[src/rtl/fetch_pkg.sv]
// Shared definitions for the instruction-fetch sequencer: FSM state
// encoding and default datapath widths.
package fetch_pkg;

    typedef enum logic [1:0] {
        IDLE  = 2'd0,
        FETCH = 2'd1,
        DRAIN = 2'd2,
        HALT  = 2'd3
    } fetch_state_e;

    localparam int DEF_ADDR_W = 32;
    localparam int DEF_DATA_W = 32;

endpackage

[src/rtl/fetch_fifo.sv]
// Small synchronous skid FIFO. Flush beats push; a push and a pop in the
// same cycle are both honoured even when the FIFO is full. The head output
// reads as zero while empty, so it never shows uninitialised storage.
module fetch_fifo #(
    parameter int WIDTH = 64,
    parameter int DEPTH = 2
) (
    input  logic                       clk,
    input  logic                       reset,
    input  logic                       push,
    input  logic                       pop,
    input  logic                       flush,
    input  logic [WIDTH-1:0]           din,
    output logic [WIDTH-1:0]           dout,
    output logic                       full,
    output logic                       empty,
    output logic [$clog2(DEPTH):0]     count
);

    localparam int PTR_W = $clog2(DEPTH);
    localparam int CNT_W = PTR_W + 1;

    logic [WIDTH-1:0] mem_q [DEPTH];
    logic [PTR_W-1:0] wr_ptr_q;
    logic [PTR_W-1:0] rd_ptr_q;
    logic [CNT_W-1:0] count_q;
    logic             do_push;
    logic             do_pop;

    assign full    = (count_q == CNT_W'(DEPTH));
    assign empty   = (count_q == '0);
    assign count   = count_q;
    assign do_pop  = pop && !empty;
    assign do_push = push && (!full || do_pop);
    assign dout    = empty ? '0 : mem_q[rd_ptr_q];

    // Storage write; data words carry no reset, validity lives in count_q.
    always_ff @(posedge clk) begin
        if (do_push && !flush) begin
            mem_q[wr_ptr_q] <= din;
        end
    end

    // Pointer and occupancy bookkeeping; reset and flush both empty the FIFO.
    always_ff @(posedge clk) begin
        if (reset || flush) begin
            wr_ptr_q <= '0;
            rd_ptr_q <= '0;
            count_q  <= '0;
        end else begin
            if (do_push) wr_ptr_q <= wr_ptr_q + PTR_W'(1);
            if (do_pop)  rd_ptr_q <= rd_ptr_q + PTR_W'(1);
            case ({do_push, do_pop})
                2'b10:   count_q <= count_q + CNT_W'(1);
                2'b01:   count_q <= count_q - CNT_W'(1);
                default: count_q <= count_q;
            endcase
        end
    end

endmodule

[src/rtl/fetch_sequencer.sv]
// Instruction-fetch controller: owns the PC, addresses a combinational
// instruction memory, buffers {instr, pc} pairs in a skid FIFO towards
// decode, and handles redirects/flushes and end-of-program halt.
module fetch_sequencer
    import fetch_pkg::*;
#(
    parameter int ADDR_W     = DEF_ADDR_W,
    parameter int DATA_W     = DEF_DATA_W,
    parameter int MEM_DEPTH  = 6,
    parameter int FIFO_DEPTH = 2
) (
    input  logic              clk,
    input  logic              reset,
    input  logic              enable,
    output logic [ADDR_W-1:0] imem_addr,
    input  logic [DATA_W-1:0] imem_data,
    output logic              out_valid,
    input  logic              out_ready,
    output logic [DATA_W-1:0] out_instr,
    output logic [ADDR_W-1:0] out_pc,
    input  logic              redirect_valid,
    input  logic [ADDR_W-1:0] redirect_pc,
    output logic              halt
);

    localparam int CNT_W = $clog2(FIFO_DEPTH) + 1;
    localparam int ENT_W = DATA_W + ADDR_W;
    localparam logic [ADDR_W-1:0] PC_END = ADDR_W'(MEM_DEPTH);

    fetch_state_e      state_q, state_d;
    logic [ADDR_W-1:0] fetch_pc_q, fetch_pc_d;
    logic              halt_q, halt_d;
    logic              push, pop, flush;
    logic              full, empty;
    logic [CNT_W-1:0]  count, cnt_after;
    logic [ENT_W-1:0]  head;

    fetch_fifo #(
        .WIDTH (ENT_W),
        .DEPTH (FIFO_DEPTH)
    ) u_fifo (
        .clk   (clk),
        .reset (reset),
        .push  (push),
        .pop   (pop),
        .flush (flush),
        .din   ({imem_data, fetch_pc_q}),
        .dout  (head),
        .full  (full),
        .empty (empty),
        .count (count)
    );

    assign imem_addr = fetch_pc_q;
    assign out_valid = !empty && (state_q != HALT);
    assign out_instr = head[ADDR_W +: DATA_W];
    assign out_pc    = head[ADDR_W-1:0];
    assign halt      = halt_q;
    assign pop       = out_valid && out_ready;
    assign flush     = redirect_valid;
    // Occupancy once this cycle's handshake has been taken into account.
    assign cnt_after = count - CNT_W'(pop);

    // State, PC and halt registers.
    always_ff @(posedge clk) begin
        if (reset) begin
            state_q    <= IDLE;
            fetch_pc_q <= '0;
            halt_q     <= 1'b0;
        end else begin
            state_q    <= state_d;
            fetch_pc_q <= fetch_pc_d;
            halt_q     <= halt_d;
        end
    end

    // Next-state, push decision and redirect muxing; redirect overrides all.
    always_comb begin
        state_d    = state_q;
        fetch_pc_d = fetch_pc_q;
        halt_d     = halt_q;
        push       = 1'b0;
        if (redirect_valid) begin
            fetch_pc_d = redirect_pc;
            halt_d     = 1'b0;
            state_d    = (redirect_pc < PC_END) ? FETCH : DRAIN;
        end else begin
            case (state_q)
                IDLE: begin
                    if (enable) state_d = FETCH;
                end
                FETCH: begin
                    if (fetch_pc_q >= PC_END) begin
                        state_d = DRAIN;
                    end else if (enable && (!full || pop)) begin
                        push       = 1'b1;
                        fetch_pc_d = fetch_pc_q + ADDR_W'(1);
                        if (fetch_pc_d == PC_END) state_d = DRAIN;
                    end
                end
                DRAIN: begin
                    if (cnt_after == '0) begin
                        state_d = HALT;
                        halt_d  = 1'b1;
                    end
                end
                HALT: begin
                    halt_d = 1'b1;
                end
                default: state_d = IDLE;
            endcase
        end
    end

endmodule

[config.mk]
export PLATFORM = sky130hd
export DESIGN_NAME = fetch_sequencer
export DESIGN_NICKNAME = d
export VERILOG_FILES = /design/src/rtl/fetch_pkg.sv /design/src/rtl/fetch_fifo.sv /design/src/rtl/fetch_sequencer.sv
export SDC_FILE = /design/constraint.sdc
export NUM_CORES = 1
export LEC_CHECK = 0
export ABC_AREA = 1
export ABC_CLOCK_PERIOD_IN_PS = 4000
export CAP_MARGIN = 20
export CORE_MARGIN = 2
export CORE_UTILIZATION = 40
export DETAILED_ROUTE_END_ITERATION = 12
export PLACE_DENSITY = 0.77
export SYNTH_ARGS = -nofsm -noshare
export SYNTH_HDL_FRONTEND = slang
export SYNTH_SLANG_ARGS = --single-unit
[constraint.sdc]
create_clock -name clk -period 4 [get_ports clk]
set_input_delay 0.6 -clock clk [delete_from_list [all_inputs] [get_ports clk]]
set_output_delay 0.6 -clock clk [all_outputs]
set_load 0.05 [all_outputs]
==> results.json, run 1 <==
{
  "syn-cell-area_mm2": 0.00768,
  "period_needed_ps": 3170,
  "htree_num_levels": 4,
  "finClkSkew_ps": 11.3,
  "hold_viol": 0,
  "clk_pin_slew_worst_paths_ps": 60,
  "grt-ovfl-total": 0,
  "drcViolationCount": 0,
  "peakVddDrop_uv": 270,
  "layout_common_cells": "nand2_1 (311), clkdlybuf4s50_1 (166), edfxtp_1 (128)",
  "antennaDiodeCount": 0,
  "synth_simple_gate_area_share_pct": 25.1,
  "timing.final.ws_setup_ps": 830,
  "start_kind": "flop",
  "slowest_stage": "clkdlybuf4s50_1",
  "clk_path_buf_depth": 2,
  "synthDistinctLibCells": 31,
  "path_buf_inv": 3,
  "ctsHoldBuffers": 0,
  "place_hpwl_mm": 13.4,
  "cts_tree": "done",
  "critPathMaxFanout": 26,
  "clock_latency_ps": 420,
  "required_ps": 3400,
  "slowest_delay_ps": 850,
  "final_antenna_net_count": 0,
  "power_mw": 4.13,
  "fp.coreArea_mm2": 0.0188,
  "syn_avg_cell_area_um2": 9.04,
  "first_pass_iters": 5,
  "synth_xor_area_share_pct": 1.03,
  "grt_pass1_wl_mm": 30.8,
  "wl_per_cell_um": 15.6,
  "die_area_mm2": 0.0203,
  "ys_warn_count": 0,
  "maxSlewViolCount": 0,
  "grt_use_total_pct": 19.5,
  "cts_made_buffers": 17,
  "relSlewSlack_pct": 35.3,
  "drtIter0Drc": 567,
  "cts_post_setup_buffers_inserted": 0,
  "worst_slew_pin_slew_ps": 970,
  "synthAdderAreaFrac_pct": 1.47,
  "vias": 6376,
  "area.growth.synth_to_final_pct": 34.2,
  "setup_tns_ps": 0,
  "dp_cells": 1225,
  "first_global_vias": 5973,
  "drive_gt1_share_pct": 5.57,
  "viasPerCell": 5.07,
  "clock-sinks": 168,
  "rsz0062_at_grt": "no",
  "synth_mux_area_share_pct": 0,
  "num_rows": 50,
  "dp_slack_ps": 1220,
  "grt_max_degree": 65,
  "hp-class": "reg2reg",
  "max_freq_mhz": 315,
  "synth_top_family_by_area": "simple AND/OR/NAND/NOR gates",
  "nFillCells": 1686,
  "initial_core_util_pct": 40.9,
  "critical_path.top_delay_family": "buffers and inverters",
  "post-route-period-util_pct": 79.2,
  "p_leak_nw": 3.70,
  "regArea_mm2": 0.00465,
  "yosysSeqAreaShare_pct": 60.5,
  "setup_viol": 0,
  "die_h_um": 143,
  "arrival_ps": 2570,
  "antenna_found_initial": 0,
  "num_io_pins": 167,
  "gp_congestion": 0.922,
  "multi_input_area_mm2": 0.00275,
  "timing.hold.ws_ps": 460,
  "root_buffer": "clkbuf_16",
  "critical_path_class": "reg2out",
  "syn_inst": 849,
  "fin_cells": 1257,
  "cp-end-kind": "output pin",
  "cts_resized": 0,
  "dieWidth_um": 143,
  "p_per_area_mw_per_mm2": 400,
  "status": "completed",
  "numPortBuffers": 166,
  "synth-seq-cells": 168,
  "cp_cell_sequence": "inv_2 -> buf_4 -> nand2_1 -> a21oi_1 -> clkdlybuf4s50_1",
  "maxCapViolCount": 0,
  "routed_wl_mm": 19.6,
  "synth_fp_nets": 927,
  "mostFrequentLayoutCell": "nand2_1",
  "nets": 1088,
  "synth_compound_area_share_pct": 8.00
}
## logic make-up after synthesis
logic type | Yosys count
and+or+nand+nor | 463
DFF | 168
AOI/OAI and AO/OA | 121
buffers and inverters | 79
xor gates and xnor gates | 9
adders and majority gates | 9
## routing by layer
metal	track usage, %	wire, um	up-vias
met4	5.73	304	0
met5	0	0	-
li1	-	-	3160
met1	26.2	8780	2962
met3	4.17	1320	23
met2	32.1	9240	231
## worst paths after layout
| path | startpoint | endpoint | slack [ps] | cells after the start |
|---|---|---|---|---|
| worst max register to register | imem_addr[0]$_SDFFE_PP0P_ | imem_addr[24]$_SDFFE_PP0P_ | 1240 | 12 |
| worst min register to register | u_fifo.rd_ptr_q$_SDFFE_PP0P_ | u_fifo.rd_ptr_q$_SDFFE_PP0P_ | 460 | 1 |
| worst max-delay path | flop | out_pc[16] | 830 | 5 |
| worst min-delay path | u_fifo.rd_ptr_q$_SDFFE_PP0P_ | u_fifo.rd_ptr_q$_SDFFE_PP0P_ | 460 | 1 |
## sequential cells by signal, summed over array words and instances (netlist names), named ones only
register and count:
u_fifo.rd_ptr_q 1, u_fifo.mem_q 128, imem_addr 32, u_fifo.count 2
halt 1, state_q 2, u_fifo.wr_ptr_q 1
## cells in the mapped netlist
cell      instances  area, um2
nor3b_1           1       7.51
xor2_1            5       43.8
and2_1            2       12.5
nor4b_1           1       8.76
nor2_1           79        297
o21ai_0           9       45.0
inv_1            46        173
a31oi_1           1       6.26
nand3b_1          8       60.1
inv_2             1       3.75
buf_4             1       7.51
ha_1              9        113
buf_2             3       15.0
nor2_2            4       25.0
o21ai_1           1       5.00
and3_1            1       6.26
clkbuf_1         26       97.6
a21oi_1         107        536
nand2_1         311       1170
nand2_2           6       37.5
edfxtp_1        128       3840
o211ai_1          2       15.0
buf_1             2       7.51
nor2_4            5       56.3
nor4_1            6       37.5
nand4_1          11       68.8
nand3_1          25        125
xnor2_1           4       35.0
nor3_1            3       15.0
dfxtp_1          40        801
a21o_1            1       7.51
## through the flow
step | util, % | area (um2)
2_1_floorplan | - | 7680
3_3_place_gp | 51.3 | 9630
3_5_place_dp | 51.3 | 9630
4_1_cts | 54.9 | 10300
5_1_grt | 54.9 | 10300
6_report | 54.9 | 10300
## power breakdown
part	switching, mW	internal (mW)
Clock	0.648	1.21
Sequential	0.0590	1.90
Combinational	0.174	0.139
## cell type report
| cell class | count | share of cell area (%) |
|---|---|---|
| sequential | 168 | 45.1 |
| multi-input combinational | 602 | 26.7 |
| timing repair buffer | 174 | 17.1 |
| clock buffer | 22 | 4.51 |
| tap | 234 | 2.84 |
| clock inverter | 10 | 2.06 |
| inverter | 47 | 1.71 |
Power figures use the tool's default switching activity.
==> run 2, diff against run 1 <==
--- a/config.mk
+++ b/config.mk
@@ -6,12 +6,12 @@
 export NUM_CORES = 1
 export LEC_CHECK = 0
 export ABC_AREA = 1
-export ABC_CLOCK_PERIOD_IN_PS = 4000
+export ABC_CLOCK_PERIOD_IN_PS = 3100
 export CAP_MARGIN = 20
 export CORE_MARGIN = 2
 export CORE_UTILIZATION = 40
 export DETAILED_ROUTE_END_ITERATION = 12
-export PLACE_DENSITY = 0.77
+export PLACE_DENSITY = 0.74
 export SYNTH_ARGS = -nofsm -noshare
 export SYNTH_HDL_FRONTEND = slang
 export SYNTH_SLANG_ARGS = --single-unit
==> constraint.sdc (replaced) <==
create_clock -name clk -period 3.1 [get_ports clk]
set_input_delay 0.465 -clock clk [delete_from_list [all_inputs] [get_ports clk]]
set_output_delay 0.465 -clock clk [all_outputs]
set_load 0.05 [all_outputs]
==> results.json, run 2 (synthesized netlist as in run 1, its figures left out) <==
{
  "status": "completed",
  "post-route-period-util_pct": 81.7,
  "gp_congestion": 0.921,
  "grt_use_total_pct": 19.5,
  "layout_common_cells": "nand2_1 (311), edfxtp_1 (128), a21oi_1 (107)",
  "regMostFlops": "u_fifo.mem_q",
  "timing.final.ws_setup_ps": 568,
  "antennaDiodeCount": 0,
  "hp-class": "reg2reg",
  "cts_resized": 0,
  "cp_common_cell": "nand2_1",
  "cts_tree": "done",
  "first_pass_iters": 6,
  "cts_made_buffers": 17,
  "drive_gt1_share_pct": 12.0,
  "grt-ovfl-total": 0,
  "area.growth.synth_to_final_pct": 38.0,
  "critical_path_class": "reg2reg",
  "finClkSkew_ps": 8.26,
  "period_needed_ps": 2530,
  "ctsHoldBuffers": 0,
  "rr_startpoint": "imem_addr[0]$_SDFFE_PP0P_",
  "drcViolationCount": 0,
  "hold_viol": 0,
  "first_global_vias": 6105,
  "cp_cell_sequence": "inv_1 -> ha_1 -> a21oi_1 -> nand3_1 -> nor4_1 -> nand4_1 -> nor2_1 -> nand2_1 -> nand2_1 -> inv_1 -> nand2_1 -> a21oi_1",
  "num_io_pins": 167,
  "wl_per_cell_um": 15.5,
  "vias": 6465,
  "min_delay_path_depth": 1,
  "slowest_stage": "dfxtp_1",
  "max_freq_mhz": 395,
  "htree_num_levels": 4,
  "clk_pin_slew_worst_paths_ps": 60,
  "largest_reg_flops": 128,
  "clk_path_buf_depth": 2,
  "p_per_area_mw_per_mm2": 462,
  "maxCapViolCount": 0,
  "drtIter0Drc": 503,
  "required_ps": 3410,
  "fp.coreArea_mm2": 0.0188,
  "clock-sinks": 168,
  "place_hpwl_mm": 13.3,
  "crit_path_start": "imem_addr[0]$_SDFFE_PP0P_",
  "nets": 1089,
  "r2r_slack_ps": 570,
  "numPortBuffers": 166,
  "hold_start": "u_fifo.rd_ptr_q$_SDFFE_PP0P_",
  "initial_core_util_pct": 40.9,
  "reg2reg_depth": 12,
  "arrival_ps": 2840,
  "die_h_um": 143,
  "peakVddDrop_uv": 384,
  "grt_max_degree": 65,
  "viasPerCell": 5.14,
  "slowest_delay_ps": 500,
  "worst_slew_pin_slew_ps": 938,
  "p_leak_nw": 3.90,
  "mostFrequentLayoutCell": "nand2_1",
  "dieWidth_um": 143,
  "clock_latency_ps": 420,
  "final_antenna_net_count": 0,
  "maxSlewViolCount": 0,
  "routed_wl_mm": 19.4,
  "die_area_mm2": 0.0203,
  "critPathMaxFanout": 32,
  "setup_tns_ps": 0,
  "antenna_found_initial": 0,
  "relSlewSlack_pct": 37.4,
  "nFillCells": 1645,
  "rsz0062_at_grt": "no",
  "setup_viol": 0,
  "cts_post_setup_buffers_inserted": 0,
  "reg2reg_to": "imem_addr[11]$_SDFFE_PP0P_",
  "grt_pass1_wl_mm": 30.8,
  "num_rows": 50,
  "dp_slack_ps": 613,
  "start_kind": "flop",
  "root_buffer": "clkbuf_16",
  "cp-end-kind": "flop"
}
## run 2: changes by cell type in the layout (fill, tap and decap cells not counted), moves of 2 or more
| cell | previous run | this run |
|---|---|---|
| clkinv_2 | 1 | 3 |
| buf_4 | 5 | 25 |
| clkbuf_1 | 3 | 1 |
| buf_12 | 3 | 48 |
| clkbuf_8 | 2 | 0 |
| clkdlybuf4s50_1 | 166 | 102 |
| clkinv_4 | 0 | 6 |
| bufinv_16 | 6 | 1 |
## run 2: where the power goes
part	total [mW]	internal (mW)	switching, mW	leakage [nW]
sequential	2.52	2.45	0.0727	1.46
combinational	0.409	0.180	0.229	2.16
clock	1.97	1.11	0.861	0.272
## run 2: worst max path at each step
stage,to,slack (ps)
3_3_place_gp,u_fifo.mem_q[0][37]$_DFFE_PP_,680
4_1_cts,imem_addr[11]$_SDFFE_PP0P_,590
3_5_place_dp,imem_addr[11]$_SDFFE_PP0P_,610
2_1_floorplan,u_fifo.mem_q[1][0]$_DFFE_PP_,-680
5_1_grt,imem_addr[30]$_SDFFE_PP0P_,160
6_report,imem_addr[11]$_SDFFE_PP0P_,570
## run 2: layer usage
layer / GRT usage, % / vias to the layer above / wire (um) / share of wire, %
met3: 3.87 / 30 / 1370 / 7.1
met1: 27.0 / 3002 / 8720 / 45
met4: 6.77 / 0 / 370 / 1.9
met5: 0 / - / 0 / 0
met2: 30.7 / 269 / 8980 / 46
li1: - / 3164 / - / -
## run 2: final cells by class
class / instances / area, um2 / area share [%]
Sequential cell: 168 / 4650 / 43.9
Clock buffer: 18 / 429 / 4.05
Multi-Input combinational cell: 602 / 2750 / 26.0
Inverter: 47 / 176 / 1.67
Timing Repair Buffer: 175 / 2170 / 20.5
Clock inverter: 14 / 126 / 1.19
Tap cell: 234 / 293 / 2.76
## run 2: worst max-delay path, delay by kind of cell (launching register included)
kind	cells	cell delay [ps]
AO/OA/AOI/OAI	2	220
adder cells (fa/ha/maj)	1	220
buffers and inverters	2	540
flip-flops	1	500
AND/OR/NAND/NOR	7	910
## run 2: metrics by stage
step / utilization, % / power [mW] / cells / hold WS (ps) / area [um2]
after floorplan: - / 2.76 / 849 / 426 / 7680
after CTS: 56.4 / 4.93 / 1258 / 472 / 10600
after detailed placement: 53.5 / 2.97 / 1226 / 462 / 10000
final: 56.4 / 4.90 / 1258 / 473 / 10600
after global placement: 53.5 / 2.96 / 1226 / 435 / 10000
after global routing: 56.4 / 5.08 / 1258 / 484 / 10600
==> run 3, diff against run 2 <==
--- a/config.mk
+++ b/config.mk
@@ -6,7 +6,7 @@
 export NUM_CORES = 1
 export LEC_CHECK = 0
 export ABC_AREA = 1
-export ABC_CLOCK_PERIOD_IN_PS = 3100
+export ABC_CLOCK_PERIOD_IN_PS = 2400
 export CAP_MARGIN = 20
 export CORE_MARGIN = 2
 export CORE_UTILIZATION = 40
==> constraint.sdc (replaced) <==
create_clock -name clk -period 2.4 [get_ports clk]
set_input_delay 0.36 -clock clk [delete_from_list [all_inputs] [get_ports clk]]
set_output_delay 0.36 -clock clk [all_outputs]
set_load 0.05 [all_outputs]
==> results.json, run 3 (synthesized netlist as in run 1, its figures left out) <==
{
  "required_ps": 2040,
  "nets": 1104,
  "power_mw": 6.52,
  "fin_cells": 1273,
  "timing.hold.ws_ps": 452,
  "p_leak_nw": 4.07,
  "root_buffer": "clkbuf_16",
  "regMostFlops": "u_fifo.mem_q",
  "antennaDiodeCount": 0,
  "maxSlewViolCount": 0,
  "wl_per_cell_um": 15.4,
  "cp-end-kind": "output pin",
  "initial_core_util_pct": 40.9,
  "peakVddDrop_uv": 608,
  "num_io_pins": 167,
  "mostFrequentLayoutCell": "nand2_1",
  "first_global_vias": 6072,
  "nFillCells": 1557,
  "clk_path_buf_depth": 2,
  "routed_wl_mm": 19.6,
  "layout_common_cells": "nand2_1 (311), edfxtp_1 (128), a21oi_1 (106)",
  "fin_area_mm2": 0.0111,
  "grt_pass1_wl_mm": 31.5,
  "drive_gt1_share_pct": 16.1,
  "cp_cell_sequence": "ha_1 -> nor2_1 -> clkdlybuf4s50_1",
  "die_area_mm2": 0.0203,
  "place_hpwl_mm": 13.8,
  "hp-class": "reg2reg",
  "fin_util_pct": 58.9,
  "setup_viol": 0,
  "clock_latency_ps": 430,
  "status": "completed",
  "antenna_found_initial": 0,
  "fp.coreArea_mm2": 0.0188,
  "r2r_slack_ps": 210,
  "slowest_delay_ps": 820,
  "largest_reg_flops": 128,
  "period_needed_ps": 2330,
  "timing.final.ws_setup_ps": 65.4,
  "finClkSkew_ps": 10.3,
  "drtIter0Drc": 499,
  "dp_slack_ps": 113,
  "grt_max_degree": 46,
  "num_rows": 50,
  "viasPerCell": 5.07,
  "start_kind": "flop",
  "gp_congestion": 0.884,
  "relSlewSlack_pct": 64.0,
  "arrival_ps": 1970,
  "critPathMaxFanout": 5,
  "ctsHoldBuffers": 0,
  "cts_made_buffers": 17,
  "drcViolationCount": 0,
  "max_freq_mhz": 428,
  "path_buf_inv": 1,
  "cts_resized": 0,
  "final_antenna_net_count": 0,
  "clk_pin_slew_worst_paths_ps": 70,
  "first_pass_iters": 5,
  "maxCapViolCount": 0,
  "setup_tns_ps": 0,
  "grt_use_total_pct": 20.0,
  "clock-sinks": 168,
  "cts_post_setup_buffers_inserted": 0,
  "vias": 6457,
  "critical_path_class": "reg2out",
  "rsz0062_at_grt": "no",
  "dieWidth_um": 143,
  "post-route-period-util_pct": 97.3,
  "numPortBuffers": 166,
  "hold_viol": 0,
  "worst_slew_pin_slew_ps": 538,
  "die_h_um": 143,
  "htree_num_levels": 4,
  "area.growth.synth_to_final_pct": 44.1,
  "slowest_stage": "clkdlybuf4s50_1",
  "grt-ovfl-total": 0,
  "critical_path.top_delay_family": "buffers and inverters",
  "dp_cells": 1241,
  "placed_area_mm2": 0.0105,
  "p_per_area_mw_per_mm2": 589,
  "cts_tree": "done"
}
-- run 3: cell count changes in the layout (fill, tap and decap cells not counted), moves of 4 or more --
| cell | previous run | this run |
|---|---|---|
| buf_12 | 48 | 67 |
| dfxtp_2 | 1 | 20 |
| clkbuf_8 | 0 | 4 |
| clkinv_4 | 6 | 2 |
| inv_4 | 0 | 5 |
| dfxtp_1 | 39 | 17 |
| buf_4 | 25 | 21 |
-- run 3: worst paths after layout --
| path | endpoint | cells after the start | start |
|---|---|---|---|
| setup / recovery | out_valid | 3 | state_q[0]$_SDFFE_PP0P_ |
| hold / removal | halt$_SDFFE_PP0P_ | 2 | halt$_SDFFE_PP0P_ |
| setup reg to reg | u_fifo.count[1]$_SDFFE_PP0P_ | 10 | imem_addr[27]$_SDFFE_PP0P_ |
| hold reg to reg | halt$_SDFFE_PP0P_ | 2 | halt$_SDFFE_PP0P_ |
-- run 3: power breakdown --
group | internal [mW] | switching (mW) | total (mW) | leakage (nW)
Sequential | 3.16 | 0.0812 | 3.24 | 1.47
Clock | 1.63 | 1.09 | 2.72 | 0.309
Combinational | 0.246 | 0.310 | 0.556 | 2.29
-- run 3: layout make-up --
class,count,area (um2),area share (%)
tap,234,293,2.65
clock inverter,7,47.5,0.430
clock buffer,25,561,5.07
timing repair buffer,190,2520,22.8
multi-input combinational,602,2780,25.1
sequential,168,4680,42.3
inverter,47,179,1.62
-- run 3: worst reg2reg max path: stages, from the launching register on --
cell and delay [ps]:
dfxtp_4 380, nor4_2 400, nand4_1 140, nor2_1 200
nand4_1 110, buf_4 180, ha_1 190, xnor2_1 170
xor2_1 170, nand2_1 60, a21oi_1 120
-- run 3: per-layer routing --
metal / vias up / GRT usage [%] / share of wire [%]
met3: 23 / 3.73 / 7.9
met2: 269 / 31.2 / 47
met5: - / 0 / 0
met4: 0 / 6.72 / 1.5
met1: 2979 / 28.3 / 44
li1: 3186 / - / -
